`config.mk`:
```
export PLATFORM = sky130hd
export DESIGN_NAME = carrier_wave_gen_flat
export DESIGN_NICKNAME = d
export VERILOG_FILES = /design/src/rtl/carrier_pkg.sv /design/src/rtl/carrier_wave_gen_if.sv /design/src/rtl/carrier_step.sv /design/src/rtl/carrier_wave_gen.sv /design/src/flat_wrapper.sv
export SDC_FILE = /design/constraint.sdc
export NUM_CORES = 1
export LEC_CHECK = 0
export CAP_MARGIN = 20
export CORE_MARGIN = 4
export CORE_UTILIZATION = 29
export DETAILED_ROUTE_END_ITERATION = 8
export PLACE_DENSITY = 0.45
export SYNTH_ARGS = -nofsm -noshare
export SYNTH_HDL_FRONTEND = slang
export SYNTH_HIERARCHICAL = 1
export SYNTH_SLANG_ARGS = --single-unit
```
`constraint.sdc`:
```
create_clock -name MClk -period 14.4 [get_ports MClk]
set_input_delay 1.44 -clock MClk [delete_from_list [all_inputs] [get_ports MClk]]
set_output_delay 1.44 -clock MClk [all_outputs]
set_load 0.01 [all_outputs]
```
`src/rtl/carrier_pkg.sv`:
```
// carrier_pkg: shared carrier mode encoding and start-value helper
package carrier_pkg;

    localparam int MODE_WIDTH = 2;

    typedef enum logic [MODE_WIDTH-1:0] {
        TRI    = 2'b00,
        SAW_UP = 2'b01,
        SAW_DN = 2'b10,
        RSVD   = 2'b11
    } mode_e;

    // A period starts at Lower rising, except saw-down which starts at Upper falling
    function automatic logic start_rising(mode_e m);
        return m != SAW_DN;
    endfunction

endpackage

```
`src/rtl/carrier_wave_gen_if.sv`:
```
// carrier_wave_gen_if: control, configuration and carrier outputs of the generator
interface carrier_wave_gen_if #(
    parameter int WIDTH  = 16,
    parameter int MODE_W = 2
);
    logic              En;
    logic              CfgLoad;
    logic [WIDTH-1:0]  CfgUpper;
    logic [WIDTH-1:0]  CfgLower;
    logic [WIDTH-1:0]  CfgStep;
    logic [MODE_W-1:0] CfgMode;
    logic [WIDTH-1:0]  Wave;
    logic              Dir;
    logic              PeakPulse;
    logic              TroughPulse;
    logic              CfgPending;
    logic              CfgErr;

    modport master (
        output En, CfgLoad, CfgUpper, CfgLower, CfgStep, CfgMode,
        input  Wave, Dir, PeakPulse, TroughPulse, CfgPending, CfgErr
    );

    modport slave (
        input  En, CfgLoad, CfgUpper, CfgLower, CfgStep, CfgMode,
        output Wave, Dir, PeakPulse, TroughPulse, CfgPending, CfgErr
    );
endinterface

```
`src/rtl/carrier_step.sv`:
```
// carrier_step: next carrier value, direction and turn strobes for one step
module carrier_step
    import carrier_pkg::*;
#(
    parameter int WIDTH = 16
) (
    input  mode_e            mode_i,
    input  logic             dir_i,
    input  logic [WIDTH-1:0] wave_i,
    input  logic [WIDTH-1:0] upper_i,
    input  logic [WIDTH-1:0] lower_i,
    input  logic [WIDTH-1:0] step_i,
    output logic [WIDTH:0]   wave_o,
    output logic             dir_o,
    output logic             peak_o,
    output logic             trough_o
);
    localparam logic [WIDTH:0] ONE = {{WIDTH{1'b0}}, 1'b1};

    logic [WIDTH:0] w, u, l, s, span, sum, room, dif, ex_up, ex_dn;
    logic [WIDTH:0] tri_up, tri_dn, saw_up, saw_dn;
    logic           over, under;

    assign w      = {1'b0, wave_i};
    assign u      = {1'b0, upper_i};
    assign l      = {1'b0, lower_i};
    assign s      = {1'b0, step_i};
    assign span   = u - l;
    assign sum    = w + s;
    assign room   = w - l;
    assign dif    = w - s;
    assign over   = sum > u;
    assign under  = room < s;
    // Overshoot past a limit; only meaningful when over/under is set
    assign ex_up  = sum - u;
    assign ex_dn  = s - room;
    // Reflected/wrapped results, clamped to the limit they would cross
    assign tri_up = (ex_up > span) ? l : u - ex_up;
    assign tri_dn = (ex_dn > span) ? u : l + ex_dn;
    assign saw_up = (ex_up > span + ONE) ? u : l + ex_up - ONE;
    assign saw_dn = (ex_dn > span + ONE) ? l : u + ONE - ex_dn;

    // Pick the result for the active mode; reserved mode behaves as triangle
    always_comb begin
        wave_o   = sum;
        dir_o    = 1'b1;
        peak_o   = 1'b0;
        trough_o = 1'b0;
        if (mode_i == SAW_UP) begin
            wave_o   = over ? saw_up : sum;
            peak_o   = over;
            trough_o = over;
        end else if (mode_i == SAW_DN) begin
            wave_o   = under ? saw_dn : dif;
            dir_o    = 1'b0;
            peak_o   = under;
            trough_o = under;
        end else if (dir_i) begin
            wave_o   = over ? tri_up : sum;
            dir_o    = !over;
            peak_o   = over;
        end else begin
            wave_o   = under ? tri_dn : dif;
            dir_o    = under;
            trough_o = under;
        end
    end

endmodule

```
`src/rtl/carrier_wave_gen.sv`:
```
// carrier_wave_gen: double-buffered PWM carrier with period-boundary config apply
module carrier_wave_gen
    import carrier_pkg::*;
#(
    parameter int WIDTH  = 16,
    parameter int MODE_W = MODE_WIDTH
) (
    input logic               MClk,
    input logic               Rst,
    carrier_wave_gen_if.slave bus
);
    localparam logic [WIDTH-1:0] STEP_ONE = {{(WIDTH-1){1'b0}}, 1'b1};

    logic [WIDTH-1:0]  wave_q, wave_d;
    logic [WIDTH-1:0]  act_u_q, act_u_d, act_l_q, act_l_d, act_s_q, act_s_d;
    logic [WIDTH-1:0]  shd_u_q, shd_u_d, shd_l_q, shd_l_d, shd_s_q, shd_s_d;
    mode_e             act_m_q, act_m_d, shd_m_q, shd_m_d, cfg_mode;
    logic              dir_q, dir_d, peak_q, peak_d, trough_q, trough_d;
    logic              pend_q, pend_d, err_q, err_d;
    logic [WIDTH:0]    step_wave, adv_wave;
    logic              step_dir, step_peak, step_trough, adv_dir;
    logic              cfg_bad, load_ok, apply, keep, start_up;
    logic [MODE_W-1:0] mode_raw;

    assign mode_raw = bus.CfgMode;
    assign cfg_mode = mode_e'(mode_raw);

    carrier_step #(.WIDTH(WIDTH)) u_step (
        .mode_i   (act_m_q),
        .dir_i    (dir_q),
        .wave_i   (wave_q),
        .upper_i  (act_u_q),
        .lower_i  (act_l_q),
        .step_i   (act_s_q),
        .wave_o   (step_wave),
        .dir_o    (step_dir),
        .peak_o   (step_peak),
        .trough_o (step_trough)
    );

    // Validate loads, pick the apply point and decide restart versus continue
    always_comb begin
        cfg_bad  = bus.CfgLower >= bus.CfgUpper || bus.CfgStep == '0 || cfg_mode == RSVD;
        load_ok  = bus.CfgLoad && !cfg_bad;
        adv_wave = bus.En ? step_wave : {1'b0, wave_q};
        adv_dir  = bus.En ? step_dir : dir_q;
        apply    = pend_q && (!bus.En || step_trough);
        keep     = shd_m_q == act_m_q && adv_wave >= {1'b0, shd_l_q} && adv_wave <= {1'b0, shd_u_q};
        start_up = start_rising(shd_m_q);
        wave_d   = (apply && !keep) ? (start_up ? shd_l_q : shd_u_q) : adv_wave[WIDTH-1:0];
        dir_d    = (apply && !keep) ? start_up : adv_dir;
        peak_d   = bus.En && step_peak;
        trough_d = bus.En && step_trough;
        act_u_d  = apply ? shd_u_q : act_u_q;
        act_l_d  = apply ? shd_l_q : act_l_q;
        act_s_d  = apply ? shd_s_q : act_s_q;
        act_m_d  = apply ? shd_m_q : act_m_q;
        shd_u_d  = load_ok ? bus.CfgUpper : shd_u_q;
        shd_l_d  = load_ok ? bus.CfgLower : shd_l_q;
        shd_s_d  = load_ok ? bus.CfgStep : shd_s_q;
        shd_m_d  = load_ok ? cfg_mode : shd_m_q;
        pend_d   = load_ok || (pend_q && !apply);
        err_d    = err_q || (bus.CfgLoad && cfg_bad);
    end

    // State registers; reset wins over any simultaneous load
    always_ff @(posedge MClk) begin
        if (Rst) begin
            wave_q   <= '0;
            dir_q    <= 1'b1;
            peak_q   <= 1'b0;
            trough_q <= 1'b0;
            act_u_q  <= '1;
            act_l_q  <= '0;
            act_s_q  <= STEP_ONE;
            act_m_q  <= TRI;
            shd_u_q  <= '1;
            shd_l_q  <= '0;
            shd_s_q  <= STEP_ONE;
            shd_m_q  <= TRI;
            pend_q   <= 1'b0;
            err_q    <= 1'b0;
        end else begin
            wave_q   <= wave_d;
            dir_q    <= dir_d;
            peak_q   <= peak_d;
            trough_q <= trough_d;
            act_u_q  <= act_u_d;
            act_l_q  <= act_l_d;
            act_s_q  <= act_s_d;
            act_m_q  <= act_m_d;
            shd_u_q  <= shd_u_d;
            shd_l_q  <= shd_l_d;
            shd_s_q  <= shd_s_d;
            shd_m_q  <= shd_m_d;
            pend_q   <= pend_d;
            err_q    <= err_d;
        end
    end

    assign bus.Wave        = wave_q;
    assign bus.Dir         = dir_q;
    assign bus.PeakPulse   = peak_q;
    assign bus.TroughPulse = trough_q;
    assign bus.CfgPending  = pend_q;
    assign bus.CfgErr      = err_q;

endmodule

```
`src/flat_wrapper.sv`:
```
// flat-port wrapper written by rule: the top's interface ports become plain ports
module carrier_wave_gen_flat import carrier_pkg::*;
#(
    parameter int WIDTH  = 16,
    parameter int MODE_W = MODE_WIDTH
)
  (MClk, Rst, bus_En, bus_CfgLoad, bus_CfgUpper, bus_CfgLower, bus_CfgStep, bus_CfgMode, bus_Wave, bus_Dir, bus_PeakPulse, bus_TroughPulse, bus_CfgPending, bus_CfgErr);
  carrier_wave_gen_if #(.WIDTH(WIDTH), .MODE_W(MODE_W)) bus_i ();
  input logic MClk;
  input logic Rst;
  input wire logic [$bits(bus_i.En)-1:0] bus_En;
  input wire logic [$bits(bus_i.CfgLoad)-1:0] bus_CfgLoad;
  input wire logic [$bits(bus_i.CfgUpper)-1:0] bus_CfgUpper;
  input wire logic [$bits(bus_i.CfgLower)-1:0] bus_CfgLower;
  input wire logic [$bits(bus_i.CfgStep)-1:0] bus_CfgStep;
  input wire logic [$bits(bus_i.CfgMode)-1:0] bus_CfgMode;
  output wire logic [$bits(bus_i.Wave)-1:0] bus_Wave;
  output wire logic [$bits(bus_i.Dir)-1:0] bus_Dir;
  output wire logic [$bits(bus_i.PeakPulse)-1:0] bus_PeakPulse;
  output wire logic [$bits(bus_i.TroughPulse)-1:0] bus_TroughPulse;
  output wire logic [$bits(bus_i.CfgPending)-1:0] bus_CfgPending;
  output wire logic [$bits(bus_i.CfgErr)-1:0] bus_CfgErr;
  assign bus_i.En = bus_En;
  assign bus_i.CfgLoad = bus_CfgLoad;
  assign bus_i.CfgUpper = bus_CfgUpper;
  assign bus_i.CfgLower = bus_CfgLower;
  assign bus_i.CfgStep = bus_CfgStep;
  assign bus_i.CfgMode = bus_CfgMode;
  assign bus_Wave = bus_i.Wave;
  assign bus_Dir = bus_i.Dir;
  assign bus_PeakPulse = bus_i.PeakPulse;
  assign bus_TroughPulse = bus_i.TroughPulse;
  assign bus_CfgPending = bus_i.CfgPending;
  assign bus_CfgErr = bus_i.CfgErr;
  carrier_wave_gen #(.WIDTH(WIDTH), .MODE_W(MODE_W)) u_core (.MClk(MClk), .Rst(Rst), .bus(bus_i));
endmodule
```
==> flow_summary.json, run 1 <==
{
  "hold_path_class": "reg2reg",
  "wl_per_cell_um": 20.8,
  "drt_iter0_drc": 1329,
  "viasPerCell": 5.35,
  "coreArea_mm2": 0.0604,
  "cp_slowest_stage_delay_ns": 0.76,
  "fin_cells": 3198,
  "dr_wl_met3_um": 2480,
  "tightest_slew_ns": 1.11,
  "overflow": 0,
  "placed_cells": 3165,
  "skew_ns": 0.00711,
  "p_leak_uw": 0.00896,
  "cts_buffer_depth": 2,
  "die-area_mm2": 0.0651,
  "syn_area_per_cell_um2": 7.46,
  "yosys-top-cells-area": "ha_1 22%, dfxtp_1 14%, a21oi_1 5.7%",
  "setup_viol": 0,
  "clk_pin_slew_ns": 0.06,
  "area_delta_synth_final_pct": 12.4,
  "ir_worst_vdd_uv": 113,
  "syn_inst": 2373,
  "synth_top_area_frac": 0.216,
  "grt_usage": 0.201,
  "postCtsHoldBufs": 0,
  "outcome": "complete, no violations",
  "syn-num-nets": 2743,
  "max-cap-violations": 0,
  "fmax_mhz": 91.6,
  "grt_max_degree": 114,
  "yosysWarnings": 6,
  "drcViolationCount": 0,
  "dr.pass1.iters": 5,
  "antenna_found_initial": 3,
  "die_height_um": 255,
  "synth-seq-area-share": 0.137,
  "drive_gt1_frac": 0.0505,
  "synth_most_common_cell": "ha_1",
  "num_io_pins": 75,
  "wl_met1_um": 30800,
  "fillers": 6531,
  "grt_pass1_vias": 17300,
  "vias": 17100,
  "num_antenna_cells": 0,
  "fin_crit_sh": 0.758,
  "critical_path_required_ns": 14.71,
  "relSlewSlack": 0.239,
  "min_period_ns": 10.91,
  "route.met2.wl_um": 30600,
  "synth_xor_area_frac": 0.0702,
  "ys_ff_latch": 121,
  "post-route-util": 0.330,
  "synth_simple_gate_area_frac": 0.214,
  "final_nets": 2773,
  "post_cts_buffers": 0,
  "cts_root_buf": "clkbuf_16",
  "synthMuxAreaShare": 0.0640,
  "ys.flop_type": "dfxtp_1",
  "hold_violations": 0,
  "rsz0062_at_grt": "false",
  "dp_hpwl_um": 55500,
  "synth_top_family_by_area": "adder cells",
  "die_w_um": 255,
  "synthAdderAreaFrac": 0.229,
  "tritoncts": "done",
  "initial_core_util": 0.293,
  "async_flop_share": 0,
  "numPortBuffers": 74,
  "finalMaxSlewViolations": 0,
  "drt-total-wl_um": 66400,
  "synth_compound_area_frac": 0.217,
  "cp_slowest_cell": "o31ai_4",
  "grt_pass1_wl_um": 100000,
  "cp_max_fo": 30,
  "synth_top_cell_by_area": "ha_1",
  "reg2reg_from": "u_core/act_l_q[1]",
  "synth_common_cells": "306 x ha_1, 229 x inv_1, 224 x nand2_1",
  "crit_start": "u_core/act_l_q[1]",
  "cts_resized": 0,
  "gp_congestion": 0.911,
  "endpoint_kind": "flop",
  "cts_sinks": 121,
  "h-tree-depth": 4,
  "numCtsBuffers": 17,
  "worstSetupStartpointType": "flop",
  "critical_path_class": "reg2reg",
  "top_layer": "met5",
  "worst_skew_pair.late_latency_ns": 0.43,
  "row_count": 90,
  "power_density_mw_per_mm2": 207,
  "min_from": "u_core/shd_s_q[7]",
  "worstPathArrival_ns": 11.22,
  "post_synth_num_cell_types": 85,
  "setup-tns-final_ns": 0,
  "synth-edff-count": 0,
  "syn_area_mm2": 0.0177,
  "ant_nets": 0
}
worst max-delay path, delay by kind of cell (launching register included):
family,cells,cell delay (ns)
XOR/XNOR,2,0.68
AND/OR/NAND/NOR,10,2.03
adder cells (fa/ha/maj),4,1.11
multiplexers,3,1.16
flip-flops,1,0.48
buffers and inverters,2,0.61
AO/OA/AOI/OAI,18,4.69
where the power goes:
group          internal, uW  total (uW)  switching [uW]
Clock                   307         470             163
Sequential              356         393            37.7
Combinational          1260        3260            2000
Total                  1920        4130            2210
area by class of cell:
class / instances / area [um^2] / area share
sequential: 121 / 2420 / 0.122
clock buffer: 17 / 425 / 0.0214
timing repair buffer: 93 / 893 / 0.0449
inverter: 229 / 860 / 0.0432
clock inverter: 15 / 225 / 0.0113
tap: 782 / 978 / 0.0491
multi-input combinational: 1941 / 14100 / 0.709
cells in the final DEF, fill, tap and decap left out, types with 7 or more instances in the layout:
cell type / n
nand3_1: 44
dfxtp_1: 121
fa_1: 10
xnor2_1: 83
o21ai_0: 108
a221o_1: 7
a31oi_1: 21
buf_4: 19
nand4_1: 24
o21a_1: 27
ha_1: 306
o31a_1: 7
nand2_1: 223
nor2b_1: 42
xor2_1: 59
nor4_1: 8
or3_1: 16
mux2_2: 38
nand3b_1: 18
a2111oi_0: 9
nor2_1: 206
a21o_1: 44
and3_1: 14
clkbuf_16: 17
clkdlybuf4s50_1: 73
inv_1: 229
o211ai_1: 35
nor3_1: 39
o41ai_1: 7
nand2b_1: 105
o2111ai_1: 7
a211oi_1: 33
a21oi_1: 201
mux2i_1: 69
nor3b_1: 7
o21bai_1: 14
worst paths after layout:
path | end | slack (ns) | cells past startpoint
max reg2reg | u_core/bus.Wave[6] | 3.49 | 39
min | u_core/act_s_q[7] | 0.46 | 2
max | u_core/bus.Wave[6] | 3.49 | 39
min reg2reg | u_core/act_s_q[7] | 0.46 | 2
routing by layer:
| layer | vias up | global-route usage |
|---|---|---|
| met2 | 454 | 0.338 |
| met4 | 2 | 0.0747 |
| met1 | 8162 | 0.267 |
| met3 | 87 | 0.0196 |
| met5 | - | 0 |
| li1 | 8418 | - |
state kept, by name, summed over array words and instances, names as in the netlist:
signal / count
u_core/bus.TroughPulse: 1
u_core/shd_u_q: 16
u_core/shd_s_q: 16
u_core/bus.Dir: 1
u_core/bus.CfgErr: 1
u_core/shd_l_q: 16
u_core/shd_m_q: 2
u_core/act_u_q: 16
u_core/act_l_q: 16
u_core/act_s_q: 16
u_core/bus.PeakPulse: 1
u_core/bus.Wave: 16
u_core/bus.CfgPending: 1
u_core/act_m_q: 2
stage by stage:
stage | power [uW] | cell area (um^2) | setup WS, ns | hold slack, ns
2_1_floorplan | 2650 | 17700 | 6.19 | 0.432
3_3_place_gp | 3580 | 19200 | 3.68 | 0.454
3_5_place_dp | 3600 | 19200 | 3.61 | 0.454
4_1_cts | 4100 | 19900 | 3.58 | 0.459
5_1_grt | 4490 | 19900 | 3.02 | 0.485
6_report | 4130 | 19900 | 3.49 | 0.459
cells by family after synthesis:
| kind of cell | Yosys count |
|---|---|
| AOI/OAI and AO/OA | 593 |
| xor gates and xnor gates | 142 |
| adders and majority gates | 319 |
| buffers and inverters | 311 |
| DFF | 121 |
| muxes | 108 |
| and+or+nand+nor | 779 |
Power figures use the tool's default switching activity.
==> inputs of run 2 (changes only) <==
PLACE_DENSITY = 0.47   (was 0.45)
clock period = 9.9 ns   (was 14.4 ns; I/O delays follow)
==> run 2 against run 1 <==
  * Final cell count increased by 1.3%
  * Worst hold slack got worse by 0.0026 ns
  * Clock power is 28% higher
  * Global-route usage is 0.28 points higher
  * Utilization grew 0.58 points
  * Total power is 48% higher
  * Register-to-register slack got worse by 3.2 ns
  * Critical path type unchanged
  * Critical endpoint is now u_core/bus.Wave[10]
  * Highest routed layer is now met4
==> flow_summary.json, run 2 (synthesized netlist as in run 1, its figures left out) <==
{
  "wl_per_cell_um": 20.8,
  "fmax_mhz": 104,
  "area_delta_synth_final_pct": 14.4,
  "min_period_ns": 9.58,
  "grt_usage": 0.203,
  "fin_crit_sh": 0.968,
  "postCtsHoldBufs": 0,
  "ant_nets": 0,
  "max-cap-violations": 0,
  "num_io_pins": 75,
  "antenna_found_initial": 0,
  "die_w_um": 255,
  "coreArea_mm2": 0.0604,
  "hold_path_class": "reg2reg",
  "drcViolationCount": 0,
  "endpoint_kind": "flop",
  "final_cell_mix": "306 x ha_1, 229 x inv_1, 222 x nand2_1",
  "p_leak_uw": 0.00918,
  "final_nets": 2816,
  "hold_ws_ns": 0.457,
  "cp_slowest_cell": "fa_1",
  "initial_core_util": 0.293,
  "cp_slowest_stage_delay_ns": 0.48,
  "power_density_mw_per_mm2": 301,
  "critical_path_required_ns": 10.21,
  "fillers": 6562,
  "drt_iter0_drc": 1442,
  "numCtsBuffers": 17,
  "overflow": 0,
  "h-tree-depth": 4,
  "grt_max_degree": 103,
  "drt-total-wl_um": 67400,
  "gp_congestion": 0.928,
  "hold_depth": 2,
  "clk_pin_slew_ns": 0.06,
  "worst_skew_pair.late_latency_ns": 0.43,
  "min_from": "u_core/shd_s_q[7]",
  "grt_pass1_vias": 17200,
  "dr.pass1.iters": 6,
  "row_count": 90,
  "mostFrequentLayoutCell": "ha_1",
  "critical_path_class": "reg2reg",
  "numPortBuffers": 74,
  "tritoncts": "done",
  "cts_sinks": 121,
  "cts_root_buf": "clkbuf_16",
  "num_antenna_cells": 0,
  "vias": 17400,
  "worstSetupStartpointType": "flop",
  "setup_viol": 0,
  "die-area_mm2": 0.0651,
  "skew_ns": 0.00694,
  "ir_worst_vdd_uv": 165,
  "cp_max_fo": 21,
  "r2r_slack_ns": 0.32,
  "worstPathArrival_ns": 9.89,
  "drive_gt1_frac": 0.0708,
  "min_to": "u_core/act_s_q[7]",
  "reg2reg_from": "u_core/bus.Wave[1]",
  "outcome": "complete, no violations",
  "tightest_slew_ns": 1.01,
  "viasPerCell": 5.37,
  "ff2ff_path_depth": 36,
  "cts_buffer_depth": 2,
  "r2r_end": "u_core/bus.Wave[10]",
  "finalMaxSlewViolations": 0,
  "grt_pass1_wl_um": 101000,
  "relSlewSlack": 0.326,
  "die_height_um": 255,
  "hold_violations": 0,
  "dp_hpwl_um": 56600,
  "post-route-util": 0.336,
  "setup-tns-final_ns": 0
}
run 2: power breakdown:
group	internal [uW]	switching, uW	total (uW)
clock	357	243	600
sequential	517	51.0	568
combinational	1950	2980	4930
total	2830	3270	6100
run 2: layout make-up:
type / count / area [um^2] / share of cell area
multi-input cells: 1941 / 14200 / 0.700
clock buffers: 18 / 439 / 0.0217
flip-flops and latches: 121 / 2420 / 0.120
repair buffers: 136 / 1250 / 0.0616
clock inverters: 14 / 138 / 0.00679
inverters: 229 / 860 / 0.0424
well taps: 782 / 978 / 0.0483
run 2: stage by stage:
step                      power (uW)  cell area, um^2  instances  setup WS, ns
after floorplan                 3850            17700       2373          1.69
after global placement          5320            19600       3207         0.105
after detailed placement        5370            19600       3207      -0.00378
after CTS                       6010            20200       3239        0.0800
after global routing            6570            20300       3241      -0.00687
final                           6100            20300       3241         0.321
run 2: what timing repair did:
item,CTS,global route
setup buffers,0,1
gates resized for setup,1,15
pin swaps,0,1
endpoints found under the setup margin,9,17
run 2: worst max path at each step:
stage / from / endpoint / slack (ns) / cells past startpoint
global route: u_core/bus.Wave[1] / u_core/bus.Wave[10] / -0.007 / 33
global placement: u_core/bus.Wave[1] / u_core/bus.Wave[15] / 0.10 / 33
CTS: u_core/bus.Wave[1] / u_core/bus.Wave[10] / 0.08 / 33
floorplan: u_core/act_l_q[1] / u_core/bus.Wave[10] / 1.69 / 41
finish: u_core/bus.Wave[1] / u_core/bus.Wave[10] / 0.32 / 36
detailed placement: u_core/bus.Wave[1] / u_core/bus.Wave[10] / -0.004 / 33
run 2: worst max-delay path, delay by kind of cell (launching register included):
family	cells	cell delay, ns
AOI/OAI and AO/OA	14	3.42
and+or+nand+nor	9	1.79
adders and majority gates	4	1.54
buffers and inverters	5	0.96
muxes	2	0.74
xor gates and xnor gates	2	0.54
DFF	1	0.45
run 2: routing by layer:
metal | wire (um) | up-vias | GRT usage
met5 | 0 | - | 0
met4 | 1910 | 0 | 0.0619
met3 | 3380 | 70 | 0.0195
met2 | 30900 | 523 | 0.341
met1 | 31300 | 8290 | 0.277
li1 | - | 8508 | -
==> inputs of run 3 (changes only) <==
CORE_UTILIZATION = 52   (was 29)
PLACE_DENSITY = 0.74   (was 0.47)
==> run 3 against run 2 <==
  * Sequential share of layout area is 0.40 points higher
  * Setup slack better by 0.057 ns
  * Flip-flop and latch count stayed put
  * Largest cell class unchanged
  * First-iteration DRC count is 3.3% higher
  * Non-clock buffer count is 24 lower
  * Sequential power hardly changed
  * Final cell count is 11% lower
  * Highest routed layer unchanged
  * Critical path depth is 2 lower
==> flow_summary.json, run 3 (synthesized netlist as in run 1, its figures left out) <==
{
  "critical_path_required_ns": 10.19,
  "cts_root_buf": "clkbuf_16",
  "cts_buffer_depth": 2,
  "grt_pass1_wl_um": 91200,
  "r2r_end": "u_core/bus.Wave[5]",
  "grt_pass1_vias": 17100,
  "viasPerCell": 6.08,
  "gp_congestion": 1.02,
  "min_to": "u_core/act_s_q[15]",
  "seqCellArea_mm2": 0.00242,
  "worstSetupStartpointType": "flop",
  "reg2reg_from": "u_core/act_l_q[3]",
  "cp_slowest_cell": "o41ai_1",
  "min_period_ns": 9.52,
  "multi_input_area_mm2": 0.0141,
  "critical_path_class": "reg2reg",
  "post-route-util": 0.585,
  "endpoint_kind": "flop",
  "final_cell_mix": "306 x ha_1, 229 x inv_1, 223 x nand2_1",
  "dp_hpwl_um": 48600,
  "outcome": "complete, no violations",
  "drcViolationCount": 0,
  "hold_depth": 2,
  "worst_skew_pair.late_latency_ns": 0.41,
  "cp_slowest_stage_delay_ns": 0.69,
  "grt_max_degree": 111,
  "drt-total-wl_um": 59300,
  "initial_core_util": 0.528,
  "crit_start": "u_core/act_l_q[3]",
  "final_nets": 2792,
  "area_delta_synth_final_pct": 10.7,
  "r2r_slack_ns": 0.38,
  "wl_per_cell_um": 20.6,
  "die_height_um": 193,
  "die_w_um": 193,
  "ir_worst_vdd_uv": 246,
  "mostFrequentLayoutCell": "ha_1",
  "min_from": "u_core/shd_s_q[15]",
  "finalMaxSlewViolations": 0,
  "relSlewSlack": 0.327,
  "postCtsHoldBufs": 0,
  "num_antenna_cells": 0,
  "numPortBuffers": 74,
  "max-cap-violations": 0,
  "vias": 17500,
  "power_density_mw_per_mm2": 306,
  "p_leak_uw": 0.00904,
  "overflow": 0,
  "drive_gt1_frac": 0.0591,
  "hold_ws_ns": 0.454,
  "num_io_pins": 75,
  "worstPathArrival_ns": 9.81,
  "fin_crit_sh": 0.962,
  "drt_iter0_drc": 1489,
  "h-tree-depth": 4,
  "fmax_mhz": 105,
  "coreArea_mm2": 0.0335,
  "hold_path_class": "reg2reg",
  "ant_nets": 0,
  "ff2ff_path_depth": 34,
  "fillers": 3106,
  "cp_max_fo": 26,
  "cts_sinks": 121,
  "clk_pin_slew_ns": 0.06,
  "design_power_total_uw": 5990,
  "tritoncts": "done",
  "grt_usage": 0.312,
  "antenna_found_initial": 0,
  "setup_viol": 0,
  "die-area_mm2": 0.0371,
  "numCtsBuffers": 17,
  "hold_violations": 0,
  "skew_ns": 0.0103,
  "row_count": 67,
  "dr.pass1.iters": 5,
  "setup-tns-final_ns": 0,
  "tightest_slew_ns": 1.01
}
## run 3: cell count changes in the layout (fill, tap and decap cells not counted), sizes merged
| cell | delta |
|---|---|
| buf | -24 |
| bufinv | +2 |
| clkbuf | +3 |
| clkinv | +1 |
| clkinvlp | -1 |
| inv | -5 |
## run 3: layer usage
layer / up-vias / GRT usage / share of wire
met5: - / 0 / 0
met4: 0 / 0.127 / 0.044
met3: 131 / 0.0338 / 0.062
met2: 685 / 0.542 / 0.47
met1: 8250 / 0.396 / 0.42
li1: 8461 / - / -
## run 3: area by class of cell
| type | instances | share of cell area |
|---|---|---|
| clock buffer | 21 | 0.0235 |
| clock inverter | 11 | 0.00740 |
| inverter | 229 | 0.0438 |
| multi-input combinational | 1941 | 0.721 |
| sequential | 121 | 0.124 |
| tap | 448 | 0.0286 |
| timing repair buffer | 112 | 0.0522 |
## run 3: power breakdown
group	switching, uW	total [uW]	internal, uW
sequential	48.6	566	517
combinational	2850	4790	1940
clock	225	633	409
## run 3: worst max path at each step
stage                                     end  slack (ns)  depth (start not counted)
after floorplan           u_core/bus.Wave[10]        1.69                         41
after global placement     u_core/bus.Wave[1]        0.48                         38
after detailed placement   u_core/bus.Wave[2]        0.43                         36
after CTS                  u_core/bus.Wave[5]        0.38                         36
after global routing       u_core/bus.Wave[5]       -0.02                         38
final                      u_core/bus.Wave[5]        0.38                         34
## run 3: metrics by stage
stage,instance area (um^2),setup WS (ns),std cells
6_report,19600,0.378,2883
5_1_grt,19600,-0.0183,2883
4_1_cts,19600,0.378,2883
3_5_place_dp,19000,0.425,2851
3_3_place_gp,19000,0.477,2851
2_1_floorplan,17700,1.69,2373
## run 3: timing repair
| action | 4_1_cts | 5_1_grt |
|---|---|---|
| setup endpoints to repair | 0 | 17 |
| resized for setup | 0 | 9 |
| setup buffers | 0 | 0 |
| hold endpoints to repair | 0 | 0 |
## run 3: worst max-delay path, delay by kind of cell, from the launching register on
kind / cells / cell delay (ns)
AOI/OAI and AO/OA: 17 / 4.16
muxes: 2 / 0.60
and+or+nand+nor: 6 / 1.83
buffers and inverters: 3 / 0.76
adders and majority gates: 4 / 1.17
DFF: 1 / 0.51
xor gates and xnor gates: 2 / 0.35
